**config.mk**
```make
export PLATFORM = sky130hd
export DESIGN_NAME = trap_capture
export DESIGN_NICKNAME = d
export VERILOG_FILES = /design/src/rtl/trap_capture.sv
export SDC_FILE = /design/constraint.sdc
export NUM_CORES = 1
export LEC_CHECK = 0
export BUFFER_PORTS_ARGS = -buffer_cell sky130_fd_sc_hd__buf_2
export CAP_MARGIN = 0
export CORE_ASPECT_RATIO = 0.9
export CORE_MARGIN = 8
export CORE_UTILIZATION = 62
export CTS_CLUSTER_DIAMETER = 100
export CTS_CLUSTER_SIZE = 12
export DETAILED_ROUTE_END_ITERATION = 8
export GPL_TIMING_DRIVEN = 0
export PLACE_DENSITY_LB_ADDON = 0.2
export SETUP_SLACK_MARGIN = 0.05
export SYNTH_ARGS = -nofsm -noshare
export SYNTH_HDL_FRONTEND = slang
export SYNTH_SLANG_ARGS = --single-unit
```
**constraint.sdc**
```tcl
create_clock -name clk -period 3.7 [get_ports clk]
set_input_delay 0.185 -clock clk [delete_from_list [all_inputs] [get_ports clk]]
set_output_delay 0.185 -clock clk [all_outputs]
set_load 0.05 [all_outputs]
```
**src/rtl/trap_capture.sv**
```systemverilog
// Trap-record queue: captures guest I/O cycles that violate the address map and serves them
// to the hypervisor through a 4-port window. Define TRAP_CAPTURE_READS_EN to also capture reads.
module trap_capture #(
    parameter int         DEPTH     = 4,
    parameter logic [7:0] BASE_PORT = 8'h40
) (
    input  logic        clk,
    input  logic        rst,
    input  logic [15:0] addr,
    input  logic [7:0]  data_in,
    output logic [7:0]  data_out,
    output logic        data_oe,
    input  logic        iorq_n,
    input  logic        rd_n,
    input  logic        wr_n,
    input  logic        m1_n,
    input  logic        io_violation,
    input  logic        trap_state,
    input  logic        virtual_enabled,
    output logic        capture_pending,
    output logic        overflow
);

    localparam int PTR_W = $clog2(DEPTH);
    localparam int CNT_W = PTR_W + 1;
    localparam logic [CNT_W-1:0] FULL_CNT = CNT_W'(DEPTH);

`ifdef TRAP_CAPTURE_READS_EN
    localparam logic READS_EN = 1'b1;
`else
    localparam logic READS_EN = 1'b0;
`endif

    typedef enum logic [1:0] {IDLE, CYC, COMMIT} state_t;

    logic [3:0]       sync1_q, sync2_q;
    logic             s_iorq, s_rd, s_wr, s_m1;

    state_t           state_q, state_d;
    logic             armed_q, armed_d;
    logic [15:0]      cyc_addr_q, cyc_addr_d;
    logic             cyc_dir_q, cyc_dir_d;
    logic             cyc_hyp_q, cyc_hyp_d;
    logic             cyc_viol_q, cyc_viol_d;
    logic [7:0]       cyc_data_q, cyc_data_d;

    logic [PTR_W-1:0] wr_ptr_q, wr_ptr_d;
    logic [PTR_W-1:0] rd_ptr_q, rd_ptr_d;
    logic [CNT_W-1:0] count_q, count_d;
    logic             overflow_q, overflow_d;

    logic [15:0]      addr_mem [DEPTH];
    logic [7:0]       data_mem [DEPTH];
    logic             dir_mem  [DEPTH];

    logic             win_hit, viol_now, commit, mem_we;
    logic             do_flush, do_ovf_clr, do_pop, do_push;
    logic [7:0]       commit_data;
    logic             q_nonempty;
    logic [3:0]       count4;
    logic [15:0]      head_addr;

    // Synchronizers reset to the asserted level so a cycle already in flight at reset
    // release looks like "iorq low" and is held off by armed_q until iorq goes high.
    always_ff @(posedge clk) begin
        if (rst) begin
            sync1_q <= 4'b0000;
            sync2_q <= 4'b0000;
        end else begin
            sync1_q <= {iorq_n, rd_n, wr_n, m1_n};
            sync2_q <= sync1_q;
        end
    end

    assign s_iorq  = sync2_q[3];
    assign s_rd    = sync2_q[2];
    assign s_wr    = sync2_q[1];
    assign s_m1    = sync2_q[0];
    assign win_hit = (addr[7:2] == BASE_PORT[7:2]);

    always_ff @(posedge clk) begin
        if (rst) begin
            state_q    <= IDLE;
            armed_q    <= 1'b0;
            cyc_addr_q <= '0;
            cyc_dir_q  <= 1'b0;
            cyc_hyp_q  <= 1'b0;
            cyc_viol_q <= 1'b0;
            cyc_data_q <= 8'hFF;
            wr_ptr_q   <= '0;
            rd_ptr_q   <= '0;
            count_q    <= '0;
            overflow_q <= 1'b0;
        end else begin
            state_q    <= state_d;
            armed_q    <= armed_d;
            cyc_addr_q <= cyc_addr_d;
            cyc_dir_q  <= cyc_dir_d;
            cyc_hyp_q  <= cyc_hyp_d;
            cyc_viol_q <= cyc_viol_d;
            cyc_data_q <= cyc_data_d;
            wr_ptr_q   <= wr_ptr_d;
            rd_ptr_q   <= rd_ptr_d;
            count_q    <= count_d;
            overflow_q <= overflow_d;
        end
    end

    always_ff @(posedge clk) begin
        if (mem_we) begin
            addr_mem[wr_ptr_q] <= cyc_addr_q;
            data_mem[wr_ptr_q] <= commit_data;
            dir_mem[wr_ptr_q]  <= cyc_dir_q;
        end
    end

    always_comb begin
        state_d     = state_q;
        armed_d     = armed_q | s_iorq;
        cyc_addr_d  = cyc_addr_q;
        cyc_dir_d   = cyc_dir_q;
        cyc_hyp_d   = cyc_hyp_q;
        cyc_viol_d  = cyc_viol_q;
        cyc_data_d  = cyc_data_q;
        wr_ptr_d    = wr_ptr_q;
        rd_ptr_d    = rd_ptr_q;
        count_d     = count_q;
        overflow_d  = overflow_q;
        commit      = 1'b0;
        mem_we      = 1'b0;
        viol_now    = io_violation & ~trap_state & virtual_enabled;
        commit_data = cyc_dir_q ? data_in : cyc_data_q;

        case (state_q)
            IDLE: begin
                if (armed_q && !s_iorq && (!s_rd || !s_wr) && s_m1) begin
                    state_d    = CYC;
                    cyc_addr_d = addr;
                    cyc_dir_d  = ~s_wr;
                    cyc_hyp_d  = trap_state & win_hit;
                    cyc_viol_d = viol_now;
                    cyc_data_d = s_wr ? 8'hFF : data_in;
                end
            end
            CYC: begin
                cyc_viol_d = cyc_viol_q | viol_now;
                if (cyc_dir_q) begin
                    cyc_data_d = data_in;
                end
                // The queue action lands on the edge that leaves CYC; COMMIT is a one-clk settle.
                if (s_iorq) begin
                    state_d = COMMIT;
                    commit  = 1'b1;
                end
            end
            COMMIT: state_d = IDLE;
            default: state_d = IDLE;
        endcase

        do_flush   = commit & cyc_hyp_q & cyc_dir_q & (cyc_addr_q[1:0] == 2'd0) & commit_data[7];
        do_ovf_clr = commit & cyc_hyp_q & cyc_dir_q & (cyc_addr_q[1:0] == 2'd0) & commit_data[6];
        do_pop     = commit & cyc_hyp_q & ~cyc_dir_q & (cyc_addr_q[1:0] == 2'd3);
        do_push    = commit & ~cyc_hyp_q & (cyc_viol_q | viol_now) & (cyc_dir_q | READS_EN);

        if (do_flush) begin
            wr_ptr_d = '0;
            rd_ptr_d = '0;
            count_d  = '0;
        end else if (do_pop) begin
            if (count_q != '0) begin
                rd_ptr_d = rd_ptr_q + 1'b1;
                count_d  = count_q - 1'b1;
            end
        end else if (do_push) begin
            if (count_q == FULL_CNT) begin
                overflow_d = 1'b1;
            end else begin
                mem_we   = ~rst;
                wr_ptr_d = wr_ptr_q + 1'b1;
                count_d  = count_q + 1'b1;
            end
        end
        if (do_ovf_clr) begin
            overflow_d = 1'b0;
        end
    end

    assign q_nonempty      = (count_q != '0);
    assign count4          = 4'(count_q);
    assign head_addr       = addr_mem[rd_ptr_q];
    assign capture_pending = q_nonempty;
    assign overflow        = overflow_q;
    assign data_oe         = ~rst & trap_state & ~iorq_n & ~rd_n & m1_n & win_hit;

    // Head is only popped at commit, so these muxes hold steady for the whole read cycle.
    always_comb begin
        data_out = 8'h00;
        if (data_oe) begin
            case (addr[1:0])
                2'd0:    data_out = {q_nonempty, overflow_q, q_nonempty & dir_mem[rd_ptr_q], 1'b0, count4};
                2'd1:    data_out = q_nonempty ? head_addr[7:0]     : 8'hFF;
                2'd2:    data_out = q_nonempty ? head_addr[15:8]    : 8'hFF;
                default: data_out = q_nonempty ? data_mem[rd_ptr_q] : 8'hFF;
            endcase
        end
    end

endmodule

```
Yosys cells after proc, flatten, opt, wreduce, memory -nomap -nowiden --
Memories as Yosys holds them, arrays and structs flattened. A register that Yosys moved wholly into a read port is not among the register bits. Index checks and enable logic that the tools add are counted. W data, S select, Z words.
Word-level totals: bits in registers 46, memory bits (writable) 100, output and inout port bits 11, logic and storage cells 115, bits of input ports 33, memories kept 3
Cells by class: multiplexer cells 32, bitwise operators 31, eq/ne operators 10, $add $sub $neg 4, reductions and logical operators 22
Memories:
- addr_mem | words 4, bits a word 16, read ports 1, clocked after Yosys merged registers in 1, write ports 1, line 52 | logic [15:0] addr_mem [DEPTH];
- data_mem | words 4, bits a word 8, read ports 1, clocked after Yosys merged registers in 1, write ports 1, line 53 | logic [7:0] data_mem [DEPTH];
- dir_mem | words 4, bits a word 1, read ports 1, clocked after Yosys merged registers in 1, write ports 1, line 54 | logic dir_mem [DEPTH];
Operator list (number):
- $mux W8 | 7
- $pmux W8 S3 | 1
- $and A1 B1 Y1 | 19
- $mux W2 | 8
- $pmux W8 S2 | 1
- $mux W3 | 4
- $not A1 Y1 | 10
- $mux W1 | 9
- $reduce_and A2 Y1 | 4
- $eq A6 B5 Y1 const B | 1
- $logic_not A2 Y1 | 3
- $ne A2 B2 Y1 const B | 3
- $reduce_and A3 Y1 | 2
- $add A2 B1 Y2 const B | 2
- $eq A2 B1 Y1 const B | 2
- $eq A2 B2 Y1 const B | 2
- $pmux W2 S2 | 1
- $reduce_and A4 Y1 | 1
- $reduce_bool A2 Y1 | 2
- $reduce_or A2 Y1 | 2
- $add A3 B1 Y3 const B | 1
- $eq A3 B3 Y1 const B | 1
- $logic_and A1 B1 Y1 | 3
- $logic_not A1 Y1 | 3
- 6 further kinds | 7

Longest topological paths before layout --
Gate-level depths: netlist of run 1.
word-level depth 11, gate-level depth with buffers 7, depth with buffers taken out 7

Worst setup path after synthesis of run 1 --
OpenSTA, ideal clock, no wires.
path type register to output, from register count_q[0], to output data_out[5], cell stages (with the launch flop) 6, path slack -0.189 ns, data arrival time 3.704 ns, required time 3.515 ns, buffers on the path 0, cells stage by stage dfxtp_1 -> nor3_4 -> inv_1 -> nand3_1 -> nor2_1 -> a2111oi_0
Between the ends: longest elaborated chain between the ends 4, elaborated cells between the ends (all ways) 7, those cells by class mux: 5; bitwise: 1; reduce/logical: 1
Ends and longest elaborated chain:
- from (decl) | line 49 | logic [CNT_W-1:0] count_q, count_d;
- from (signal assigned) | line 104 | count_q <= count_d;
- $reduce_bool A3 Y1 * | line 188 | assign q_nonempty = (count_q != '0);
- named net capture_pending | line 20 | output logic capture_pending,
- $mux W8, or another cell as far along | line 203 | default: data_out = q_nonempty ? data_mem[rd_ptr_q] : 8'hFF;
- $pmux W8 S3 * | line 199 | case (addr[1:0])
- $mux W8 * | line 198 | if (data_oe) begin
- to (decl) | line 11 | output logic [7:0] data_out,
The timed path passes the listed nets; every way through them passes the cells marked *.

Final worst setup path of run 1 --
from register cyc_dir_q, to memory addr_mem[1][6] (enable)
Between the ends: longest elaborated chain between the ends 7, elaborated cells between the ends (all ways) 13, those cells by class mux: 6; bitwise: 7
Ends and longest elaborated chain:
- from (decl) | line 42 | logic cyc_dir_q, cyc_dir_d;
- from (signal assigned) | line 98 | cyc_dir_q <= cyc_dir_d;
- $not A1 Y1 | line 162 | do_pop = commit & cyc_hyp_q & ~cyc_dir_q & (cyc_addr_q[1:0] == 2'd3);
- $and A1 B1 Y1 (2 in a row) | line 162
- $mux W1 | line 169 | end else if (do_pop) begin
- $mux W1 * | line 165 | if (do_flush) begin
- $mux W1 * | line 110 | if (mem_we) begin
- $mux W1 (implied by the code) * | line 111 | addr_mem[wr_ptr_q] <= cyc_addr_q;
- to (decl) | line 52
Mark *: on every way between the ends. The rest lies on a longest branch, timed or not.

==> results_dict.tcl, run 1 <==
set metrics [dict create \
    r2r_slack_ns 0.46 \
    seqCellArea_um2 3960 \
    clock_skew_ns 0.00907 \
    track_usage 0.204 \
    ys_seq_elements 148 \
    multiInputGateArea_um2 1760 \
    avgViaCountPerCell 6.03 \
    synthAdderAreaFrac 0.0107 \
    wl_per_cell_um 20.9 \
    hp-start "rst" \
    core.rowCount 33 \
    synthXorXnorAreaFrac 0.00450 \
    peakVddDrop_mv 0.324 \
    nFillCells 508 \
    grt_overflow 0 \
    drive_above_1_share 0.253 \
    vias 3675 \
    firstDrtPassIters 6 \
    cts_made_buffers 17 \
    synth.distinct_cells 48 \
    r2r_end "addr_mem[1][6]$_DFFE_PP_" \
    clk_path_buf_depth 2 \
    drt_wl_total_um 12700 \
    ys.flop_type "edfxtp_1" \
    reg2reg_depth 5 \
    crit_required_ns 3.83 \
    p_leak_uw 0.00248 \
    grt_first_pass_wirelength_um 19400 \
    finalWeightedCongestion 0.803 \
    dp_hpwl_um 7940 \
    hold_depth 3 \
    synthArstFlopShare 0 \
    antenna_cells 0 \
    drv_slew 0 \
    antenna_found_initial 0 \
    core_area_um2 9130 \
    synth_top_family_by_area "multiplexers" \
    crit_path_max_fanout 25 \
    worstPathArrival_ns 3.37 \
    timing.final.crit_share 0.875 \
    drv_cap 0 \
    cts_resized 0 \
    path_class "reg2reg" \
    max_freq_mhz 309 \
    ios 44 \
    ctsHtreeMaxLevel 4 \
    hold_viol 0 \
    regToRegStartpoint "cyc_dir_q$_SDFFE_PP0P_" \
    syn_to_final_growth_pct 21.4 \
    grt_pass1_vias 3643 \
    dpl.cell_count 548 \
    cts_tree "built" \
    layout.cells.non_filler 609 \
    ant_nets 0 \
    path_clk_slew_ns 0.06 \
    clock-sinks 148 \
    status "complete, no violations" \
    synth_area_um2 5840 \
    yosys.area_share.simple 0.0885 \
    dieArea_um2 12800 \
    cts_root_buffer "clkbuf_8" \
    ctsHoldBuffers 28 \
    clkLatencyLatePin_ns 0.53 \
    initialDrtViolationCount 337 \
    layout.nets 512 \
    endpoint_kind "register" \
    hold_path_class "in2reg" \
    final.setup.tns_ns 0 \
    relSlewSlack 0.0859 \
    drc 0 \
    power_density_nw_per_um2 493 \
    rsz0062_at_grt "no" \
    ys_warn_count 0 \
    start_kind "register" \
    finalPower_uw 3490 \
    synthMuxAreaShare 0.127 \
    cts_setup_buffers 0 \
    synth_compound_area_frac 0.0707 \
    die_y_um 108 \
    grt_max_degree 26 \
    worst_pin_slew_ns 1.37 \
    dieWidth_um 118 \
    io_buffer_count 43 \
    yosysSeqAreaShare 0.679 \
    min_to "cyc_data_q[7]$_SDFFE_PP1P_" \
    setup_viol 0 \
    syn_nets 421 \
    start_util 0.640 \
    synth-edff-count 100 \
    fin_crit_ns 3.24 \
    avgSynthCellArea_um2 15.2 \
    synth_cells 383 \
]
## worst max path at each step
stage | endpoint | from | cells past startpoint
after floorplan | data_out[5] | count_q[0]$_SDFFE_PP0P_ | 5
after global placement | data_mem[2][5]$_DFFE_PP_ | cyc_dir_q$_SDFFE_PP0P_ | 5
after detailed placement | data_mem[0][2]$_DFFE_PP_ | cyc_dir_q$_SDFFE_PP0P_ | 5
after CTS | addr_mem[0][3]$_DFFE_PP_ | cyc_dir_q$_SDFFE_PP0P_ | 5
after global routing | addr_mem[2][4]$_DFFE_PP_ | cyc_dir_q$_SDFFE_PP0P_ | 5
final | addr_mem[1][6]$_DFFE_PP_ | cyc_dir_q$_SDFFE_PP0P_ | 5
## sequential cells by signal, indices dropped and copies added, names as in the netlist, named ones only
name	count
addr_mem	64
sync2_q	4
wr_ptr_q	2
data_mem	32
count_q	3
rd_ptr_q	2
state_q	2
cyc_dir_q	1
dir_mem	4
cyc_data_q	8
cyc_viol_q	1
overflow	1
armed_q	1
cyc_hyp_q	1
sync1_q	4
cyc_addr_q	16
## critical path, stage by stage (launching register included)
cell and delay, ns:
dfxtp_1 0.44, buf_4 0.27, nand4b_4 0.16, a2111o_1 0.54, a211oi_2 0.31, and2_1 1.09
## logic make-up after synthesis
kind of cell             after synthesis
AO/OA/AOI/OAI                         61
XOR/XNOR                               3
adder cells (fa/ha/maj)                5
buffers and inverters                 24
flip-flops                           148
multiplexers                          42
AND/OR/NAND/NOR                      100
## layer usage
metal / vias up / part of all wire / global-route usage
met5: - / 0 / 0
met4: 0 / 0.022 / 0.0849
met3: 29 / 0.066 / 0.0542
met2: 172 / 0.49 / 0.334
met1: 1812 / 0.42 / 0.255
li1: 1662 / - / -
## cells in the final DEF (no fill, tap or decap), types with 2 or more instances in the layout
master / instances
a21boi_0: 3
dfxtp_1: 48
nand2_1: 49
mux4_2: 25
clkbuf_8: 3
inv_1: 9
nor2b_1: 8
nand3b_1: 2
nand3_1: 4
xnor2_1: 2
o22ai_1: 9
mux2_2: 8
inv_4: 4
a21oi_1: 22
dlygate4sd3_1: 28
clkbuf_1: 9
o32ai_1: 2
clkbuf_16: 19
or3_1: 3
buf_2: 46
edfxtp_1: 100
and2_1: 5
clkinv_4: 2
buf_4: 5
nor2_1: 12
ha_1: 5
mux2i_1: 8
nor3_1: 5
nor4b_1: 2
o21ai_0: 5
a211oi_1: 10
## layout make-up
cell class / instances / share of cell area
Clock inverter: 8 / 0.00830
Multi-Input combinational cell: 211 / 0.249
Sequential cell: 148 / 0.559
Buffer: 15 / 0.0111
Clock buffer: 24 / 0.0740
Inverter: 9 / 0.00477
Tap cell: 122 / 0.0215
Timing Repair Buffer: 72 / 0.0720
## cell usage after synthesis (7+ instances only)
master,n,share of area
edfxtp_1,100,0.51
mux2_2,8,0.015
nor2b_1,8,0.0086
a21oi_1,22,0.019
mux4_2,25,0.096
clkbuf_1,7,0.0045
inv_1,9,0.0058
nand2_1,49,0.031
a211oi_1,10,0.013
o22ai_1,9,0.0096
mux2i_1,8,0.014
nor2_1,12,0.0077
dfxtp_1,48,0.16
## per-stage QoR
stage                      util  hold slack (ns)  worst slack [ns]  cell area (um2)
after detailed placement  0.680            0.404             0.477             6210
after global placement    0.680            0.395             0.522             6210
after CTS                 0.775           0.0308             0.428             7070
final                     0.777           0.0356             0.463             7090
after global routing      0.777           0.0297             0.317             7090
after floorplan               -            0.268             0.480             5840
## power breakdown
group / leakage, uW / internal (uW) / total, uW / switching, uW
Combinational: 0.000894 / 43.7 / 84.3 / 40.6
Clock: 0.000289 / 987 / 1650 / 661
Sequential: 0.00129 / 1750 / 1760 / 4.51
Note: power is estimated with default switching activity, not from simulation.
==> run 2, diff against run 1 <==
--- a/config.mk
+++ b/config.mk
@@ -11,3 +11,3 @@
 export CORE_MARGIN = 8
-export CORE_UTILIZATION = 62
+export CORE_UTILIZATION = 63
 export CTS_CLUSTER_DIAMETER = 100
==> constraint.sdc (replaced) <==
create_clock -name clk -period 3.7 [get_ports clk]
set_input_delay 0.37 -clock clk [delete_from_list [all_inputs] [get_ports clk]]
set_output_delay 0.37 -clock clk [all_outputs]
set_load 0.05 [all_outputs]
==> run 2 against run 1 <==
  * Clock power shrank 4%
  * Critical endpoint is now data_mem[1][4]$_DFFE_PP_
  * Global-route usage fell by 0.73 points
  * Worst hold slack better by 0.023 ns
  * Cell count shrank 4.6%
  * Sequential cell count is the same
==> results_dict.tcl, run 2 (synthesis gave the netlist of run 1 again) <==
set metrics [dict create \
    status "complete, no violations" \
    reg2reg_depth 5 \
    layout_common_cells "edfxtp_1, nand2_1, dfxtp_1" \
    cp_cell_sequence "buf_4, nand4b_4, a2111o_1, a211oi_2, and2_1" \
    syn_to_final_growth_pct 16.4 \
    grt_max_degree 26 \
    clkLatencyLatePin_ns 0.52 \
    io_buffer_count 43 \
    hold_path_class "in2reg" \
    min_to "sync1_q[1]$_SDFF_PP0_" \
    multiInputGateArea_um2 1770 \
    drv_cap 0 \
    worstPathArrival_ns 3.34 \
    crit_slowest_cell "and2_1" \
    avgViaCountPerCell 6.08 \
    hp-start "wr_n" \
    placed_cell_area_um2 6210 \
    die_y_um 107 \
    seqCellArea_um2 3960 \
    cts_resized 0 \
    largest-register "addr_mem" \
    peakVddDrop_mv 0.344 \
    hold_viol 0 \
    clk_path_buf_depth 2 \
    path_class "reg2reg" \
    grt_first_pass_wirelength_um 18600 \
    cts_made_buffers 17 \
    start_kind "register" \
    setup_viol 0 \
    r2r_slack_ns 0.48 \
    critPathMaxStageDelay_ns 1.09 \
    regToRegStartpoint "cyc_dir_q$_SDFFE_PP0P_" \
    layout.nets 484 \
    ctsHoldBuffers 0 \
    top_layer "met4" \
    vias 3532 \
    crit_path_max_fanout 25 \
    cts_setup_buffers 0 \
    endpoint_kind "register" \
    dieWidth_um 117 \
    p_leak_uw 0.00235 \
    initialDrtViolationCount 324 \
    drc 0 \
    finalWeightedCongestion 0.804 \
    core.rowCount 33 \
    grt_pass1_vias 3451 \
    final.setup.tns_ns 0 \
    dp_hpwl_um 7900 \
    drive_above_1_share 0.270 \
    grt_overflow 0 \
    wl_per_cell_um 20.6 \
    drt_wl_total_um 12000 \
    layout_commonest_cell "edfxtp_1" \
    antenna_found_initial 0 \
    route.met2.wl_um 5690 \
    fin_ws_ns 0.484 \
    fin_area_um2 6800 \
    ctsHtreeMaxLevel 4 \
    top_regs "addr_mem x64, data_mem x32, cyc_addr_q x16" \
    antenna_cells 0 \
    drv_slew 0 \
    relSlewSlack 0.0897 \
    wl_met3_um 933 \
    ios 44 \
    wl_met1_um 5160 \
    power_density_nw_per_um2 502 \
    fin_crit_ns 3.22 \
    cts_root_buffer "clkbuf_8" \
    core_area_um2 9080 \
    timing.final.crit_share 0.869 \
    worst_pin_slew_ns 1.37 \
    r2r_end "data_mem[1][4]$_DFFE_PP_" \
    cts_tree "built" \
    largest_reg_flops 64 \
    start_util 0.643 \
    firstDrtPassIters 5 \
    hold_depth 2 \
    crit_required_ns 3.82 \
    clock_skew_ns 0.00777 \
    ant_nets 0 \
    rsz0062_at_grt "no" \
    nFillCells 577 \
    place_ws_ns 0.450 \
    clock-sinks 148 \
    track_usage 0.196 \
    path_clk_slew_ns 0.06 \
    dieArea_um2 12600 \
    max_freq_mhz 311 \
]
==> run 2: cell types whose count changed in the layout (fill, tap and decap cells not counted), sizes merged <==
cell,before,now
dlygate4sd3,28,0
clkinvlp,1,0
clkinv,2,3
inv,14,17
clkbuf,31,28
==> run 2: critical path, delay by kind of cell, from the launching register on <==
kind | cells | cell delay, ns
simple gates | 2 | 1.25
compound gates | 2 | 0.86
flops | 1 | 0.43
buf+inv | 1 | 0.27
==> run 2: worst max path at each step <==
stage	end	slack [ns]	startpoint
floorplan	data_out[5]	0.29	count_q[0]$_SDFFE_PP0P_
finish	data_mem[1][4]$_DFFE_PP_	0.48	cyc_dir_q$_SDFFE_PP0P_
global placement	addr_mem[0][12]$_DFFE_PP_	0.58	cyc_dir_q$_SDFFE_PP0P_
global route	data_mem[0][0]$_DFFE_PP_	0.28	cyc_dir_q$_SDFFE_PP0P_
detailed placement	addr_mem[3][12]$_DFFE_PP_	0.45	cyc_dir_q$_SDFFE_PP0P_
CTS	data_mem[3][4]$_DFFE_PP_	0.44	cyc_dir_q$_SDFFE_PP0P_
==> run 2: layer usage <==
metal / vias up / global-route usage
li1: 1609 / -
met1: 1746 / 0.255
met2: 159 / 0.306
met3: 18 / 0.0624
met4: 0 / 0.0758
met5: - / 0
==> run 2: stage by stage <==
stage	hold WS (ns)	total power (uW)	instances	utilization
after floorplan	0.414	1820	383	-
after global placement	0.417	1850	548	0.683
after detailed placement	0.432	1850	548	0.683
after CTS	0.0443	3420	580	0.745
after global routing	0.0438	3510	581	0.748
final	0.0587	3410	581	0.748
==> run 2: area by class of cell <==
type / count / area share
well taps: 122 / 0.0225
flip-flops and latches: 148 / 0.583
multi-input cells: 211 / 0.260
clock inverters: 11 / 0.0127
clock buffers: 21 / 0.0694
inverters: 9 / 0.00497
repair buffers: 44 / 0.0357
plain buffers: 15 / 0.0116
==> run 2: where the power goes <==
group / switching, uW / internal [uW] / leakage [uW]
clock network: 672 / 919 / 0.000281
logic: 35.0 / 24.4 / 0.000781
registers: 4.54 / 1750 / 0.00129
total: 712 / 2700 / 0.00235
